<file path="config.mk">
export PLATFORM = sky130hd
export DESIGN_NAME = mem_port_arbiter_flat
export DESIGN_NICKNAME = d
export VERILOG_FILES = /design/src/rtl/mem_port_arbiter_if.sv /design/src/rtl/mem_port_arbiter.sv /design/src/flat_wrapper.sv
export SDC_FILE = /design/constraint.sdc
export NUM_CORES = 1
export LEC_CHECK = 0
export BUFFER_PORTS_ARGS = -buffer_cell sky130_fd_sc_hd__buf_4
export CAP_MARGIN = 20
export CORE_ASPECT_RATIO = 1.75
export CORE_MARGIN = 5
export CORE_UTILIZATION = 40
export CTS_CLUSTER_DIAMETER = 100
export CTS_CLUSTER_SIZE = 12
export DETAILED_ROUTE_END_ITERATION = 8
export PLACE_DENSITY = 0.71
export SYNTH_ARGS = -nofsm -noshare
export SYNTH_HDL_FRONTEND = slang
export SYNTH_SLANG_ARGS = --single-unit
</file>
<file path="constraint.sdc">
create_clock -name clk -period 3.3 [get_ports clk]
set_input_delay 0.165 -clock clk [delete_from_list [all_inputs] [get_ports clk]]
set_output_delay 0.165 -clock clk [all_outputs]
set_load 0.01 [all_outputs]
</file>
<file path="src/rtl/mem_port_arbiter_if.sv">
// Bundle of requester, memory and status signals shared by mem_port_arbiter and its users.
// Carries the wait counters only when MEM_ARB_STATS_EN is defined.
interface mem_port_arbiter_if #(
  parameter int AW = 32,
  parameter int DW = 32
);
  logic          cpu_req;
  logic          cpu_we;
  logic [AW-1:0] cpu_addr;
  logic [DW-1:0] cpu_wdata;
  logic          cpu_ack;
  logic [DW-1:0] cpu_rdata;
  logic          dbg_req;
  logic          dbg_we;
  logic [AW-1:0] dbg_addr;
  logic [DW-1:0] dbg_wdata;
  logic          dbg_ack;
  logic [DW-1:0] dbg_rdata;
  logic [AW-1:0] mem_addr;
  logic          mem_we;
  logic [DW-1:0] mem_wdata;
  logic [DW-1:0] mem_rdata;
  logic          busy;
  logic          owner;
`ifdef MEM_ARB_STATS_EN
  logic [15:0]   cpu_wait_cnt;
  logic [15:0]   dbg_wait_cnt;

  modport slave (
    input  cpu_req, cpu_we, cpu_addr, cpu_wdata,
    output cpu_ack, cpu_rdata,
    input  dbg_req, dbg_we, dbg_addr, dbg_wdata,
    output dbg_ack, dbg_rdata,
    output mem_addr, mem_we, mem_wdata,
    input  mem_rdata,
    output busy, owner, cpu_wait_cnt, dbg_wait_cnt
  );

  modport master (
    output cpu_req, cpu_we, cpu_addr, cpu_wdata,
    input  cpu_ack, cpu_rdata,
    output dbg_req, dbg_we, dbg_addr, dbg_wdata,
    input  dbg_ack, dbg_rdata,
    input  mem_addr, mem_we, mem_wdata,
    output mem_rdata,
    input  busy, owner, cpu_wait_cnt, dbg_wait_cnt
  );
`else
  modport slave (
    input  cpu_req, cpu_we, cpu_addr, cpu_wdata,
    output cpu_ack, cpu_rdata,
    input  dbg_req, dbg_we, dbg_addr, dbg_wdata,
    output dbg_ack, dbg_rdata,
    output mem_addr, mem_we, mem_wdata,
    input  mem_rdata,
    output busy, owner
  );

  modport master (
    output cpu_req, cpu_we, cpu_addr, cpu_wdata,
    input  cpu_ack, cpu_rdata,
    output dbg_req, dbg_we, dbg_addr, dbg_wdata,
    input  dbg_ack, dbg_rdata,
    input  mem_addr, mem_we, mem_wdata,
    output mem_rdata,
    input  busy, owner
  );
`endif
endinterface

</file>
<file path="src/rtl/mem_port_arbiter.sv">
// Round-robin arbiter sharing one single-port memory between the CPU and a debug/loader port.
// Defining MEM_ARB_STATS_EN adds saturating per-requester wait-cycle counters.
module mem_port_arbiter #(
  parameter int AW      = 32,
  parameter int DW      = 32,
  parameter int MEM_LAT = 1
) (
  input logic               clk,
  input logic               reset,
  mem_port_arbiter_if.slave bus
);

  typedef enum logic [1:0] {
    ST_IDLE   = 2'd0,
    ST_ACCESS = 2'd1,
    ST_RESP   = 2'd2
  } state_t;

  localparam logic [3:0] LAT_INIT = 4'(MEM_LAT);

  state_t        state_r;
  logic [3:0]    lat_cnt_r;
  logic          owner_r;
  logic          txn_we_r;
  logic          busy_r;
  logic          cpu_ack_r;
  logic          dbg_ack_r;
  logic [DW-1:0] cpu_rdata_r;
  logic [DW-1:0] dbg_rdata_r;
  logic [AW-1:0] mem_addr_r;
  logic          mem_we_r;
  logic [DW-1:0] mem_wdata_r;

  logic          grant_valid_s;
  logic          grant_dbg_s;

  // Winner selection: a tie goes to whichever requester was not granted last
  always_comb begin
    grant_valid_s = 1'b0;
    grant_dbg_s   = 1'b0;
    if (bus.cpu_req && bus.dbg_req) begin
      grant_valid_s = 1'b1;
      grant_dbg_s   = ~owner_r;
    end else if (bus.cpu_req) begin
      grant_valid_s = 1'b1;
      grant_dbg_s   = 1'b0;
    end else if (bus.dbg_req) begin
      grant_valid_s = 1'b1;
      grant_dbg_s   = 1'b1;
    end else begin
      grant_valid_s = 1'b0;
      grant_dbg_s   = 1'b0;
    end
  end

  // Transaction FSM with all memory-side and requester-side outputs registered
  always_ff @(posedge clk) begin
    if (reset) begin
      state_r     <= ST_IDLE;
      lat_cnt_r   <= 4'd0;
      owner_r     <= 1'b1;
      txn_we_r    <= 1'b0;
      busy_r      <= 1'b0;
      cpu_ack_r   <= 1'b0;
      dbg_ack_r   <= 1'b0;
      cpu_rdata_r <= '0;
      dbg_rdata_r <= '0;
      mem_addr_r  <= '0;
      mem_we_r    <= 1'b0;
      mem_wdata_r <= '0;
    end else begin
      case (state_r)
        ST_IDLE: begin
          cpu_ack_r <= 1'b0;
          dbg_ack_r <= 1'b0;
          if (grant_valid_s) begin
            owner_r     <= grant_dbg_s;
            mem_addr_r  <= grant_dbg_s ? bus.dbg_addr  : bus.cpu_addr;
            mem_wdata_r <= grant_dbg_s ? bus.dbg_wdata : bus.cpu_wdata;
            mem_we_r    <= grant_dbg_s ? bus.dbg_we    : bus.cpu_we;
            txn_we_r    <= grant_dbg_s ? bus.dbg_we    : bus.cpu_we;
            lat_cnt_r   <= LAT_INIT;
            busy_r      <= 1'b1;
            state_r     <= ST_ACCESS;
          end
        end
        ST_ACCESS: begin
          // The write strobe lives only in the first access cycle
          mem_we_r  <= 1'b0;
          lat_cnt_r <= lat_cnt_r - 4'd1;
          if (lat_cnt_r == 4'd1) begin
            if (!txn_we_r) begin
              if (owner_r) begin
                dbg_rdata_r <= bus.mem_rdata;
              end else begin
                cpu_rdata_r <= bus.mem_rdata;
              end
            end
            cpu_ack_r <= ~owner_r;
            dbg_ack_r <= owner_r;
            state_r   <= ST_RESP;
          end
        end
        ST_RESP: begin
          cpu_ack_r <= 1'b0;
          dbg_ack_r <= 1'b0;
          mem_we_r  <= 1'b0;
          busy_r    <= 1'b0;
          state_r   <= ST_IDLE;
        end
        default: begin
          cpu_ack_r <= 1'b0;
          dbg_ack_r <= 1'b0;
          mem_we_r  <= 1'b0;
          busy_r    <= 1'b0;
          state_r   <= ST_IDLE;
        end
      endcase
    end
  end

  assign bus.cpu_ack   = cpu_ack_r;
  assign bus.dbg_ack   = dbg_ack_r;
  assign bus.cpu_rdata = cpu_rdata_r;
  assign bus.dbg_rdata = dbg_rdata_r;
  assign bus.mem_addr  = mem_addr_r;
  assign bus.mem_we    = mem_we_r;
  assign bus.mem_wdata = mem_wdata_r;
  assign bus.busy      = busy_r;
  assign bus.owner     = owner_r;

`ifdef MEM_ARB_STATS_EN
  logic [15:0] cpu_wait_cnt_r;
  logic [15:0] dbg_wait_cnt_r;
  logic        cpu_served_s;
  logic        dbg_served_s;

  function automatic logic [15:0] sat_inc(input logic [15:0] v);
    return (v == 16'hFFFF) ? v : v + 16'd1;
  endfunction

  // A requester is served while being granted, in progress, or in its response cycle
  always_comb begin
    cpu_served_s = 1'b0;
    dbg_served_s = 1'b0;
    if (state_r == ST_IDLE) begin
      cpu_served_s = grant_valid_s & ~grant_dbg_s;
      dbg_served_s = grant_valid_s & grant_dbg_s;
    end else begin
      cpu_served_s = ~owner_r;
      dbg_served_s = owner_r;
    end
  end

  // Saturating wait counters
  always_ff @(posedge clk) begin
    if (reset) begin
      cpu_wait_cnt_r <= 16'd0;
      dbg_wait_cnt_r <= 16'd0;
    end else begin
      if (bus.cpu_req && !cpu_served_s) begin
        cpu_wait_cnt_r <= sat_inc(cpu_wait_cnt_r);
      end
      if (bus.dbg_req && !dbg_served_s) begin
        dbg_wait_cnt_r <= sat_inc(dbg_wait_cnt_r);
      end
    end
  end

  assign bus.cpu_wait_cnt = cpu_wait_cnt_r;
  assign bus.dbg_wait_cnt = dbg_wait_cnt_r;
`endif

endmodule

</file>
<file path="src/flat_wrapper.sv">
// flat-port wrapper written by rule: the top's interface ports become plain ports
module mem_port_arbiter_flat 
#(
  parameter int AW      = 32,
  parameter int DW      = 32,
  parameter int MEM_LAT = 1
)
  (clk, reset, bus_cpu_req, bus_cpu_we, bus_cpu_addr, bus_cpu_wdata, bus_cpu_ack, bus_cpu_rdata, bus_dbg_req, bus_dbg_we, bus_dbg_addr, bus_dbg_wdata, bus_dbg_ack, bus_dbg_rdata, bus_mem_addr, bus_mem_we, bus_mem_wdata, bus_mem_rdata, bus_busy, bus_owner);
  mem_port_arbiter_if #(.AW(AW), .DW(DW)) bus_i ();
  input logic clk;
  input logic reset;
  input wire logic [$bits(bus_i.cpu_req)-1:0] bus_cpu_req;
  input wire logic [$bits(bus_i.cpu_we)-1:0] bus_cpu_we;
  input wire logic [$bits(bus_i.cpu_addr)-1:0] bus_cpu_addr;
  input wire logic [$bits(bus_i.cpu_wdata)-1:0] bus_cpu_wdata;
  output wire logic [$bits(bus_i.cpu_ack)-1:0] bus_cpu_ack;
  output wire logic [$bits(bus_i.cpu_rdata)-1:0] bus_cpu_rdata;
  input wire logic [$bits(bus_i.dbg_req)-1:0] bus_dbg_req;
  input wire logic [$bits(bus_i.dbg_we)-1:0] bus_dbg_we;
  input wire logic [$bits(bus_i.dbg_addr)-1:0] bus_dbg_addr;
  input wire logic [$bits(bus_i.dbg_wdata)-1:0] bus_dbg_wdata;
  output wire logic [$bits(bus_i.dbg_ack)-1:0] bus_dbg_ack;
  output wire logic [$bits(bus_i.dbg_rdata)-1:0] bus_dbg_rdata;
  output wire logic [$bits(bus_i.mem_addr)-1:0] bus_mem_addr;
  output wire logic [$bits(bus_i.mem_we)-1:0] bus_mem_we;
  output wire logic [$bits(bus_i.mem_wdata)-1:0] bus_mem_wdata;
  input wire logic [$bits(bus_i.mem_rdata)-1:0] bus_mem_rdata;
  output wire logic [$bits(bus_i.busy)-1:0] bus_busy;
  output wire logic [$bits(bus_i.owner)-1:0] bus_owner;
  assign bus_i.cpu_req = bus_cpu_req;
  assign bus_i.cpu_we = bus_cpu_we;
  assign bus_i.cpu_addr = bus_cpu_addr;
  assign bus_i.cpu_wdata = bus_cpu_wdata;
  assign bus_cpu_ack = bus_i.cpu_ack;
  assign bus_cpu_rdata = bus_i.cpu_rdata;
  assign bus_i.dbg_req = bus_dbg_req;
  assign bus_i.dbg_we = bus_dbg_we;
  assign bus_i.dbg_addr = bus_dbg_addr;
  assign bus_i.dbg_wdata = bus_dbg_wdata;
  assign bus_dbg_ack = bus_i.dbg_ack;
  assign bus_dbg_rdata = bus_i.dbg_rdata;
  assign bus_mem_addr = bus_i.mem_addr;
  assign bus_mem_we = bus_i.mem_we;
  assign bus_mem_wdata = bus_i.mem_wdata;
  assign bus_i.mem_rdata = bus_mem_rdata;
  assign bus_busy = bus_i.busy;
  assign bus_owner = bus_i.owner;
  mem_port_arbiter #(.AW(AW), .DW(DW), .MEM_LAT(MEM_LAT)) u_core (.clk(clk), .reset(reset), .bus(bus_i));
endmodule
</file>
==> flow_summary_export.csv <==
group,metric,value,unit
grt,largest_net_degree_at_the_start_of_global_routing,86,
grt,global_route.overflow_total,0,
layout,multiInputGateArea,2960,um2
synth,ys_seq_elements,140,
placed_design,finalWeightedCongestion,0.812,
outcome,status,"finished, final reports clean",
pwr,leakagePower,4.08,nW
floorplanning,row_count,59,
synth,synth_top_flop_cell,"sky130_fd_sc_hd__dfxtp_1",
pwr,power_density,537,nW/um2
sta,finalHoldViolCount,0,
placed_design,detailed_place.area,8320,um2
run,maxCapViolCount,0,
synth,syn_area_per_cell,8.99,um2
cts,post_cts_resize_count,0,
sta,clock-skew-final,0.0106,ns
synth,yosys.area_share.xor_xnor,0,%
layout,final_design_area_no_fill,8910,um2
worst_setup_path,worstSetupEndpointType,"flip-flop",
synth,synth_warnings,0,
grt,grt_pass1_vias,5641,
route,remaining_drc_errors,0,
synth,muxShareOfSynthArea,10.6,%
cts,number_of_sinks_driven_by_the_clock_tree,140,
synth,ys_async_sr_fraction,0,%
floorplanning,num_io_pins,299,
placed_design,place_hpwl,13900,um
cts,later_pin_clock_latency_in_the_skew_report,0.41,ns
cts,cts_buf_count,17,
cts,worst_setup_hold_path_clk_slew,0.07,ns
sta,fmaxAchievable,473,MHz
sta,fin_setup_tns,0,ns
synth,seq_area_frac_synth,46.6,%
synth,syn-num-nets,837,
synth,edff_count_synth,0,
cts,htree_levels,4,
placed_design,preCtsSetupSlack,1.18,ns
layout,drive_gt1_share,37.0,%
worst_setup_path,timing.critical_path.fanout_max,32,
floorplanning,die_height,172,um
route,wl,19400,um
sta,grt_setup_unrepaired,"no",
placed_design,i_o_buffers,298,
cts,clock_tree.root_cell,"sky130_fd_sc_hd__clkbuf_16",
worst_setup_path,cp.required,3.57,ns
floorplanning,starting_utilization_of_the_core_area,40.6,%
cts,hold_bufs_at_cts,0,
synth,adder_and_majority_gate_portion_of_the_synthesized_area,0.416,%
sta,min_period,2.12,ns
pwr,peak_ir_drop_on_the_vdd_network,305,uV
route,wl_per_cell,17.2,um
floorplanning,core_ar,14800,um2
sta,post-route-worst-setup-slack,1.18,ns
pwr,power,0.00479,W
layout,layout.filler_cells,1325,
layout,nNetsFinal,1101,
worst_setup_path,cp-start-kind,"flip-flop",
worst_setup_path,timing.setup.critical_path_class,"flip-flop to flip-flop",
floorplanning,die_width,103,um
floorplanning,design.die.area,17700,um2
layout,sequential_cell_area,2800,um2
grt,antenna_found_initial,0,
route,drtPass1Iterations,5,
synth,synth_top_family_by_area,"simple AND/OR/NAND/NOR gates",
sta,share_of_the_cycle_needed_by_the_critical_path_after_routing,64.1,%
synth,synthesized_cell_area,6020,um2
grt,gr-usage-all-layers,21.1,%
worst_setup_path,timing.critical_path.arrival,2.38,ns
layout,layout-area-overhead-vs-synth,48.1,%
synth,synth_compound_gate_area_share,17.0,%
hold_path,holdCritPathClass,"primary input to flip-flop",
synth,synth_cell_type_count,36,
route,drt_iter0_markers,250,
cts,postCtsSetupBuffers,0,
layout,antenna-diode-count,0,
route,vias_per_inst,5.06,
route,ant_nets,0,
sta,setup-violations-final,0,
cts,cts-root-to-sink-buffers,2,
synth,yosys.area_share.simple,20.6,%
sta,tightest_slew,1.02,ns
synth,syn_inst,669,
cts,cts_tree,"built",
route,vias,5699,
sta,timing.final.max_slew_violations,0,
grt,wire_length_of_the_first_global_routing_pass,29000,um
sta,worst_slew_margin_rel,32.1,%
==> synth_stat cells, types with 2 or more instances <==
master	n	share of area [%]
sky130_fd_sc_hd__a311oi_1	65	9.5
sky130_fd_sc_hd__nor2b_1	2	0.21
sky130_fd_sc_hd__nor3_1	2	0.17
sky130_fd_sc_hd__inv_1	2	0.12
sky130_fd_sc_hd__buf_1	6	0.37
sky130_fd_sc_hd__buf_2	5	0.42
sky130_fd_sc_hd__a21oi_1	68	5.7
sky130_fd_sc_hd__clkbuf_1	49	3.1
sky130_fd_sc_hd__a2111oi_0	2	0.29
sky130_fd_sc_hd__or3_1	3	0.31
sky130_fd_sc_hd__nor3b_1	2	0.25
sky130_fd_sc_hd__nand2_1	132	8.2
sky130_fd_sc_hd__nand2b_1	98	10
sky130_fd_sc_hd__ha_1	2	0.42
sky130_fd_sc_hd__buf_6	4	0.75
sky130_fd_sc_hd__mux2i_1	64	11
sky130_fd_sc_hd__o21ai_0	4	0.33
sky130_fd_sc_hd__nor2_1	2	0.12
sky130_fd_sc_hd__dfxtp_1	140	47
==> state kept, by name (all words and copies together), names as in the netlist <==
name and count:
u_core.bus.owner 1, u_core.bus.cpu_ack 1, u_core.txn_we_r 1, u_core.bus.mem_we 1
u_core.state_r 2, u_core.bus.mem_addr 32, u_core.bus.dbg_rdata 32, u_core.lat_cnt_r 4
u_core.bus.busy 1, u_core.bus.cpu_rdata 32, u_core.bus.dbg_ack 1, u_core.bus.mem_wdata 32
==> cell families (layout without fill, tap and decap cells) <==
group / count (synthesis) / after routing
multiplexers: 64 / 64
adder cells (fa/ha/maj): 2 / 2
AO/OA/AOI/OAI: 148 / 148
AND/OR/NAND/NOR: 249 / 249
buffers and inverters: 66 / 341
flip-flops: 140 / 140
==> metal layers <==
metal / vias up / wire length (um) / GRT usage [%]
li1: 2865 / - / -
met1: 2595 / 6890 / 23.0
met2: 228 / 10400 / 36.7
met3: 11 / 1870 / 8.52
met4: 0 / 222 / 6.68
met5: - / 0 / 0
==> path summary, 6_finish.rpt <==
path | slack (ns) | end | startpoint | cells past startpoint
max | 1.18 | u_core.bus.cpu_rdata[29] | u_core.lat_cnt_r[0] | 4
min | 0.02 | u_core.bus.mem_addr[5] | bus_cpu_addr[5] | 3
max reg2reg | 1.18 | u_core.bus.cpu_rdata[29] | u_core.lat_cnt_r[0] | 4
min reg2reg | 0.47 | u_core.bus.dbg_rdata[16] | u_core.bus.dbg_rdata[16] | 2
==> worst max-delay path: stages (launching register included) <==
cell,delay [ns]
sky130_fd_sc_hd__dfxtp_1,0.39
sky130_fd_sc_hd__ha_1,0.19
sky130_fd_sc_hd__or3b_4,0.39
sky130_fd_sc_hd__or4_4,0.78
sky130_fd_sc_hd__mux2i_1,0.20
==> layout make-up <==
cell class / instances / share of cell area, %
multi-input combinational: 463 / 33.2
clock buffer: 17 / 4.77
timing repair buffer: 309 / 26.0
inverter: 2 / 0.0843
sequential: 140 / 31.5
clock inverter: 13 / 1.90
tap: 183 / 2.57
==> stage by stage <==
stage / utilization [%] / hold slack (ns) / cells
2_1_floorplan: - / 0.325 / 669
3_3_place_gp: 56.0 / 0.441 / 1097
3_5_place_dp: 56.0 / 0.448 / 1097
4_1_cts: 60.0 / 0.00147 / 1127
5_1_grt: 60.0 / 0.00811 / 1127
6_report: 60.0 / 0.0196 / 1127
==> power breakdown <==
part | internal, W | total, W | switching, W
clock network | 0.00119 | 0.00195 | 0.000757
registers | 0.00183 | 0.00192 | 0.0000878
logic | 0.000469 | 0.000922 | 0.000453
==> placed cells by master, fill, tap and decap left out, drive strengths merged, types with 2 or more instances in the layout <==
cell      Yosys  routed
buf          15     309
dfxtp       140     140
nand2       132     132
nand2b       98      98
a21oi        68      68
a311oi       65      65
mux2i        64      64
clkbuf       49      17
inv           2       5
o21ai         4       4
clkinvlp      0       4
or3           3       3
bufinv        0       3
nor3          3       3
clkinv        0       3
or2           2       2
nor3b         2       2
a2111oi       2       2
nor2b         2       2
ha            2       2
nor2          2       2
a21boi        2       2
No activity file was read; power rests on OpenSTA's default activity.
